$ cat src/rtl/snake_body_ring_if.sv
// Control/render-side bus of the snake body store: step commands in, status and render read port out.
interface snake_body_ring_if #(
    parameter int XBITS   = 3,
    parameter int YBITS   = 3,
    parameter int MAX_LEN = 64
);
    localparam int PW = XBITS + YBITS;
    localparam int IW = $clog2(MAX_LEN);
    localparam int LW = $clog2(MAX_LEN + 1);

    logic          start;
    logic          step;
    logic          grow;
    logic [1:0]    direction;
    logic          wall_mode;
    logic          busy;
    logic          done;
    logic          collision_self;
    logic          collision_wall;
    logic          full;
    logic [PW-1:0] head;
    logic [LW-1:0] length;
    logic [IW-1:0] rd_idx;
    logic [PW-1:0] rd_pos;
    logic          rd_valid;

    modport master (
        output start, step, grow, direction, wall_mode, rd_idx,
        input  busy, done, collision_self, collision_wall, full, head, length, rd_pos, rd_valid
    );

    modport slave (
        input  start, step, grow, direction, wall_mode, rd_idx,
        output busy, done, collision_self, collision_wall, full, head, length, rd_pos, rd_valid
    );
endinterface

$ cat src/rtl/snake_body_ring.sv
// Circular-buffer snake body: computes the next head, scans the body for self-collision one
// segment per cycle, commits the move (optionally growing) and serves a 1-cycle render read port.
module snake_body_ring #(
    parameter int                         XBITS    = 3,
    parameter int                         YBITS    = 3,
    parameter int                         MAX_LEN  = 64,
    parameter logic [XBITS+YBITS-1:0]     INIT_POS = '0
) (
    input  logic              clock,
    input  logic              restart,
    snake_body_ring_if.slave  bus
);
    localparam int PW = XBITS + YBITS;
    localparam int IW = $clog2(MAX_LEN);
    localparam int LW = $clog2(MAX_LEN + 1);

    typedef enum logic [2:0] {IDLE, CALC, SCAN, COMMIT, DONE} state_t;

    state_t        state_q;
    logic [PW-1:0] mem_q [MAX_LEN];
    logic [IW-1:0] head_ptr_q, scan_k_q;
    logic [LW-1:0] length_q, scan_len_q;
    logic [PW-1:0] head_q, new_head_q;
    logic          grow_q, wall_q;
    logic [1:0]    dir_q;
    logic          busy_q, done_q, coll_self_q, coll_wall_q;
    logic [PW-1:0] rd_pos_q;
    logic          rd_valid_q;

    // (p - k) mod MAX_LEN; the +MAX_LEN correction keeps non-power-of-2 rings in range
    function automatic logic [IW-1:0] ptr_sub(input logic [IW-1:0] p, input logic [IW-1:0] k);
        if (p >= k) return p - k;
        else        return p - k + IW'(MAX_LEN);
    endfunction

    logic [XBITS-1:0] hx, nx_d;
    logic [YBITS-1:0] hy, ny_d;
    logic             edge_d, eff_grow_d, full_w, seg_hit, scan_last;
    logic [PW-1:0]    new_head_d;
    logic [LW-1:0]    scan_len_d;
    logic [IW-1:0]    head_ptr_d;

    assign hx = head_q[XBITS-1:0];
    assign hy = head_q[PW-1:XBITS];

    always_comb begin
        nx_d   = hx;
        ny_d   = hy;
        edge_d = 1'b0;
        case (dir_q)
            2'b00: begin nx_d = hx + 1'b1; edge_d = &hx;      end
            2'b01: begin ny_d = hy + 1'b1; edge_d = &hy;      end
            2'b10: begin nx_d = hx - 1'b1; edge_d = (hx == '0); end
            default: begin ny_d = hy - 1'b1; edge_d = (hy == '0); end
        endcase
    end

    assign new_head_d = {ny_d, nx_d};
    assign full_w     = (length_q == LW'(MAX_LEN));
    assign eff_grow_d = grow_q & ~full_w;
    // Without growth the tail cell is vacated by this move, so it is excluded from the scan.
    assign scan_len_d = eff_grow_d ? length_q : length_q - 1'b1;
    assign seg_hit    = (mem_q[ptr_sub(head_ptr_q, scan_k_q)] == new_head_q);
    assign scan_last  = (LW'(scan_k_q) == scan_len_q - 1'b1);
    assign head_ptr_d = (head_ptr_q == IW'(MAX_LEN - 1)) ? '0 : head_ptr_q + 1'b1;

    always_ff @(posedge clock or posedge restart) begin
        if (restart) begin
            for (int i = 0; i < MAX_LEN; i++) mem_q[i] <= '0;
            mem_q[0] <= INIT_POS;
        end else if (bus.start) begin
            mem_q[0] <= INIT_POS;
        end else if (state_q == COMMIT) begin
            mem_q[head_ptr_d] <= new_head_q;
        end
    end

    always_ff @(posedge clock or posedge restart) begin
        if (restart) begin
            state_q <= IDLE;  head_ptr_q <= '0;  length_q <= LW'(1);  head_q <= INIT_POS;
            new_head_q <= '0; scan_len_q <= '0;  scan_k_q <= '0;
            grow_q <= 1'b0;   wall_q <= 1'b0;    dir_q <= 2'b00;
            busy_q <= 1'b0;   done_q <= 1'b0;    coll_self_q <= 1'b0;  coll_wall_q <= 1'b0;
        end else if (bus.start) begin
            state_q <= IDLE;  head_ptr_q <= '0;  length_q <= LW'(1);  head_q <= INIT_POS;
            new_head_q <= '0; scan_len_q <= '0;  scan_k_q <= '0;
            grow_q <= 1'b0;   wall_q <= 1'b0;    dir_q <= 2'b00;
            busy_q <= 1'b0;   done_q <= 1'b0;    coll_self_q <= 1'b0;  coll_wall_q <= 1'b0;
        end else begin
            done_q <= 1'b0;
            case (state_q)
                IDLE: if (bus.step) begin
                    grow_q      <= bus.grow;
                    dir_q       <= bus.direction;
                    wall_q      <= bus.wall_mode;
                    coll_self_q <= 1'b0;
                    coll_wall_q <= 1'b0;
                    busy_q      <= 1'b1;
                    state_q     <= CALC;
                end
                CALC: begin
                    new_head_q <= new_head_d;
                    grow_q     <= eff_grow_d;
                    scan_len_q <= scan_len_d;
                    scan_k_q   <= '0;
                    if (wall_q && edge_d) begin
                        coll_wall_q <= 1'b1;
                        state_q     <= DONE;
                    end else if (scan_len_d == '0) begin
                        state_q <= COMMIT;
                    end else begin
                        state_q <= SCAN;
                    end
                end
                SCAN: begin
                    if (seg_hit) begin
                        coll_self_q <= 1'b1;
                        state_q     <= DONE;
                    end else if (scan_last) begin
                        state_q <= COMMIT;
                    end else begin
                        scan_k_q <= scan_k_q + 1'b1;
                    end
                end
                COMMIT: begin
                    head_ptr_q <= head_ptr_d;
                    head_q     <= new_head_q;
                    if (grow_q) length_q <= length_q + 1'b1;
                    state_q <= DONE;
                end
                DONE: begin
                    done_q  <= 1'b1;
                    busy_q  <= 1'b0;
                    state_q <= IDLE;
                end
                default: state_q <= IDLE;
            endcase
        end
    end

    // Render port reads the committed body; during COMMIT it still sees the old ring.
    always_ff @(posedge clock or posedge restart) begin
        if (restart) begin
            rd_pos_q   <= '0;
            rd_valid_q <= 1'b0;
        end else if (bus.start) begin
            rd_pos_q   <= '0;
            rd_valid_q <= 1'b0;
        end else begin
            rd_pos_q   <= mem_q[ptr_sub(head_ptr_q, bus.rd_idx)];
            rd_valid_q <= (LW'(bus.rd_idx) < length_q);
        end
    end

    assign bus.busy           = busy_q;
    assign bus.done           = done_q;
    assign bus.collision_self = coll_self_q;
    assign bus.collision_wall = coll_wall_q;
    assign bus.full           = full_w;
    assign bus.head           = head_q;
    assign bus.length         = length_q;
    assign bus.rd_pos         = rd_pos_q;
    assign bus.rd_valid       = rd_valid_q;
endmodule

$ cat src/flat_wrapper.sv
// flat-port wrapper written by rule: the top's interface ports become plain ports
module snake_body_ring_flat 
#(
    parameter int                         XBITS    = 3,
    parameter int                         YBITS    = 3,
    parameter int                         MAX_LEN  = 64,
    parameter logic [XBITS+YBITS-1:0]     INIT_POS = '0
)
  (clock, restart, bus_start, bus_step, bus_grow, bus_direction, bus_wall_mode, bus_rd_idx, bus_busy, bus_done, bus_collision_self, bus_collision_wall, bus_full, bus_head, bus_length, bus_rd_pos, bus_rd_valid);
  snake_body_ring_if #(.XBITS(XBITS), .YBITS(YBITS), .MAX_LEN(MAX_LEN)) bus_i ();
  input  logic clock;
  input  logic restart;
  input wire logic [$bits(bus_i.start)-1:0] bus_start;
  input wire logic [$bits(bus_i.step)-1:0] bus_step;
  input wire logic [$bits(bus_i.grow)-1:0] bus_grow;
  input wire logic [$bits(bus_i.direction)-1:0] bus_direction;
  input wire logic [$bits(bus_i.wall_mode)-1:0] bus_wall_mode;
  input wire logic [$bits(bus_i.rd_idx)-1:0] bus_rd_idx;
  output wire logic [$bits(bus_i.busy)-1:0] bus_busy;
  output wire logic [$bits(bus_i.done)-1:0] bus_done;
  output wire logic [$bits(bus_i.collision_self)-1:0] bus_collision_self;
  output wire logic [$bits(bus_i.collision_wall)-1:0] bus_collision_wall;
  output wire logic [$bits(bus_i.full)-1:0] bus_full;
  output wire logic [$bits(bus_i.head)-1:0] bus_head;
  output wire logic [$bits(bus_i.length)-1:0] bus_length;
  output wire logic [$bits(bus_i.rd_pos)-1:0] bus_rd_pos;
  output wire logic [$bits(bus_i.rd_valid)-1:0] bus_rd_valid;
  assign bus_i.start = bus_start;
  assign bus_i.step = bus_step;
  assign bus_i.grow = bus_grow;
  assign bus_i.direction = bus_direction;
  assign bus_i.wall_mode = bus_wall_mode;
  assign bus_i.rd_idx = bus_rd_idx;
  assign bus_busy = bus_i.busy;
  assign bus_done = bus_i.done;
  assign bus_collision_self = bus_i.collision_self;
  assign bus_collision_wall = bus_i.collision_wall;
  assign bus_full = bus_i.full;
  assign bus_head = bus_i.head;
  assign bus_length = bus_i.length;
  assign bus_rd_pos = bus_i.rd_pos;
  assign bus_rd_valid = bus_i.rd_valid;
  snake_body_ring #(.XBITS(XBITS), .YBITS(YBITS), .MAX_LEN(MAX_LEN), .INIT_POS(INIT_POS)) u_core (.clock(clock), .restart(restart), .bus(bus_i));
endmodule
$ cat config.mk
export PLATFORM = sky130hd
export DESIGN_NAME = snake_body_ring_flat
export DESIGN_NICKNAME = d
export VERILOG_FILES = /design/src/rtl/snake_body_ring_if.sv /design/src/rtl/snake_body_ring.sv /design/src/flat_wrapper.sv
export SDC_FILE = /design/constraint.sdc
export NUM_CORES = 1
export LEC_CHECK = 0
export BUFFER_PORTS_ARGS = -buffer_cell sky130_fd_sc_hd__clkbuf_2
export CAP_MARGIN = 20
export CORE_ASPECT_RATIO = 1.75
export CORE_MARGIN = 4
export CORE_UTILIZATION = 45
export CTS_CLUSTER_DIAMETER = 100
export DETAILED_ROUTE_END_ITERATION = 7
export PLACE_DENSITY = 0.59
export SYNTH_ARGS = -nofsm -noshare
export SYNTH_HDL_FRONTEND = slang
export SYNTH_SLANG_ARGS = --single-unit
$ cat constraint.sdc
create_clock -name clock -period 18.4 [get_ports clock]
set_input_delay 0.92 -clock clock [delete_from_list [all_inputs] [get_ports clock]]
set_output_delay 0.92 -clock clock [all_outputs]
set_load 0.01 [all_outputs]
==> impl_metrics.json <==
{
  "worst_ep_arrival_time_ns": 6.36,
  "timing.final.setup_violations": 0,
  "io_pins": 39,
  "chipWidth_um": 185,
  "mappedNetlistNets": 1924,
  "layout_worst_path_cycle_share_pct": 32.1,
  "unrepaired_setup_endpoints_after_global_routing": "no",
  "required_time_at_the_worst_slack_endpoint_ns": 18.85,
  "p_leak_uw": 0.0122,
  "final_net_count": 1896,
  "yosys-top-cells-area": "dfrtp_1 (44%), mux4_2 (19%), mux2_2 (15%)",
  "clk_path_buf_depth": 3,
  "wl_met2_mm": 40.7,
  "number_of_nets_still_failing_antenna_checks_after_routing": 0,
  "drtPass1Iterations": 6,
  "cts.htree.levels": 2,
  "fp.dieArea_mm2": 0.0591,
  "floorplan.die.height_um": 319,
  "layout_filler_cell_count": 4705,
  "root_buffer": "clkbuf_16",
  "first_global_vias": 17400,
  "synth_largest_type_area_fraction_pct": 44.3,
  "top_library_cells_by_usage_in_the_layout_fill_and_taps_aside": "dfrtp_1 (434), mux2_2 (341), mux4_2 (204), nand2_1 (170), mux2i_1 (71)",
  "ctsResizeCount": 0,
  "timing.fmax_mhz": 169,
  "seq_power_share_pct": 37.6,
  "wl_met3_mm": 3.88,
  "worst_hold_path_type": "reg2reg",
  "port-buffer-count": 38,
  "post_detail_place_hpwl_mm": 54.2,
  "synth-async-reset-ratio_pct": 100,
  "route.top_layer_used": "met4",
  "switching_power_uw": 996,
  "global_route.usage.total_pct": 26.6,
  "synthesis.area_mm2": 0.0248,
  "period_minus_slack_ns": 5.90,
  "detail_route.drc_violations": 0,
  "cts-buffers-inserted": 44,
  "worst_skew_pair.late_latency_ns": 0.58,
  "critical_path_peak_fanout": 63,
  "post_cts_buffers": 0,
  "netlist_instances": 1886,
  "outcome": "finished clean",
  "via_count": 16800,
  "finalWorstSetupSlack_ns": 12.50,
  "grt-ovfl-total": 0,
  "relSlewSlack_pct": 19.5,
  "route.final.wire_length_mm": 78.3,
  "floorplan.core_area_mm2": 0.0544,
  "antenna-diode-count": 0,
  "post_route_cells_drive_above_1_share_pct": 38.9,
  "synth.largest_area_cell": "dfrtp_1",
  "cap_viol_max_count": 0,
  "cts.hold.buffers_added": 0,
  "power.share.clock_pct": 33.8,
  "synth_top_flop_cell": "dfrtp_1",
  "critPathCaptureType": "register",
  "area_growth_syn_to_layout_pct": 9.53,
  "post-place-ws_ns": 12.55,
  "final_common_cell": "dfrtp_1",
  "vias_per_cell": 6.51,
  "timing.setup.critical_path_class": "reg2reg",
  "synth_enable_flop_cells": 0,
  "ys_ff_latch": 440,
  "combinationalPowerShare_pct": 28.6,
  "wire_per_inst_um": 30.3,
  "clock_pin_slew_reported_for_the_worst_setup_and_hold_paths_after_clock_tree_synthesis_ns": 0.07,
  "cts_tree": "built",
  "floorplan.rows": 113,
  "antenna_found_initial": 1,
  "worst_clock_skew_ns": 0.0212,
  "gp_congestion": 0.940,
  "power.share.switching_pct": 35.5,
  "synth.avg_cell_area_um2": 13.2,
  "detail_route.iter0.violations": 1390,
  "totalPowerFinal_uw": 2800,
  "vdd_ir_drop_max_mv": 0.0704,
  "slew_violations": 0,
  "initial_utilization_pct": 45.6,
  "total_clock_sinks": 440,
  "power_per_cell_area_mw_per_mm2": 103,
  "synth_sequential_area_ratio_pct": 44.4,
  "yosys.cell_types.count": 70,
  "grt_max_degree": 134,
  "synth.yosys.warnings": 0,
  "wl_met1_mm": 27.8,
  "wire_length_of_the_first_global_routing_pass_mm": 116,
  "worst_slew_pin_slew_ns": 1.20,
  "final_hold_viol_count": 0,
  "setup.worst_path.start_class": "register",
  "totalNegativeSetupSlack_ns": 0,
  "p_int_uw": 1810
}
## cell families after synthesis
| family | count (synthesis) | share of synthesized area (%) |
|---|---|---|
| AO/OA/AOI/OAI | 203 | 5.50 |
| XOR/XNOR | 49 | 1.82 |
| adder cells (fa/ha/maj) | 24 | 1.33 |
| buffers and inverters | 180 | 2.98 |
| flip-flops | 440 | 44.4 |
| multiplexers | 617 | 37.0 |
| AND/OR/NAND/NOR | 373 | 7.00 |
## layer usage
| layer | vias to the layer above | GRT usage [%] |
|---|---|---|
| met2 | 684 | 46.3 |
| met3 | 218 | 3.58 |
| met5 | - | 0 |
| met1 | 8853 | 30.7 |
| li1 | 7042 | - |
| met4 | 0 | 15.9 |
## stage by stage
stage          util, %  area [um2]  std cells  hold slack (ns)
2_1_floorplan        -       24800       1886            0.450
3_3_place_gp      47.1       25600       2499            0.475
3_5_place_dp      47.1       25700       2501            0.490
4_1_cts           49.9       27100       2580            0.504
5_1_grt           49.9       27200       2581            0.527
6_report          49.9       27200       2581            0.504
## flip-flops by register name (all words and copies together) (netlist names), 2 cells and up
signal,cells
u_core.scan_len_q,7
u_core.head_ptr_q,6
u_core.dir_q,2
u_core.mem_q,384
u_core.new_head_q,6
u_core.state_q,3
u_core.bus.head,6
u_core.scan_k_q,6
u_core.bus.length,7
u_core.bus.rd_pos,6
## path summary, 6_finish.rpt
path,start,to,slack [ns],depth (start not counted)
setup / recovery,u_core.head_ptr_q[0],u_core.bus.collision_self,12.50,13
hold / removal,u_core.wall_q,u_core.wall_q,0.50,2
setup reg to reg,u_core.head_ptr_q[0],u_core.bus.collision_self,12.50,13
hold reg to reg,u_core.wall_q,u_core.wall_q,0.50,2
max in group asynchronous,restart,u_core.mem_q[193],14.86,6
min in group asynchronous,restart,u_core.new_head_q[5],0.57,2
## synthesized netlist by cell type (13+ instances only)
| master | instances |
|---|---|
| inv_1 | 26 |
| xnor2_1 | 32 |
| mux2_2 | 341 |
| dfrtp_1 | 439 |
| ha_1 | 20 |
| o21ai_0 | 59 |
| nand3_1 | 24 |
| nor2_1 | 59 |
| buf_2 | 18 |
| a211oi_1 | 27 |
| clkbuf_1 | 102 |
| and3_1 | 13 |
| xor2_1 | 14 |
| mux4_2 | 204 |
| a21oi_1 | 41 |
| nand2b_1 | 17 |
| buf_1 | 25 |
| nand2_1 | 170 |
| mux2i_1 | 71 |
| nor2b_1 | 17 |
| nor3_1 | 21 |
## power by group through the flow
stage               Sequential (uW)  Clock, uW  Combinational, uW
finish                         1050        947                802
global route                   1060       1000                850
CTS                            1050        966                809
detailed placement             1070          0                807
global placement               1070          0                801
floorplan                      1030          0                573
## final cells by class
cell class | count | area, um2 | share of cell area, %
repair buffers | 79 | 519 | 1.91
flip-flops and latches | 440 | 11000 | 40.6
clock buffers | 59 | 1250 | 4.60
multi-input cells | 1266 | 13200 | 48.5
well taps | 690 | 863 | 3.18
clock inverters | 20 | 239 | 0.880
inverters | 27 | 109 | 0.401
## critical path, cell delays in order, from the launching register on
cell,delay [ns]
dfrtp_1,0.43
inv_1,0.13
ha_4,0.18
fa_4,1.30
buf_4,0.87
mux4_2,0.41
nand2_1,0.08
mux2i_1,0.13
or3_1,0.34
a21oi_1,0.14
a41oi_1,0.21
a211oi_2,0.87
a31oi_1,0.20
a2111oi_2,0.36
(Power assumes the default switching activity.)
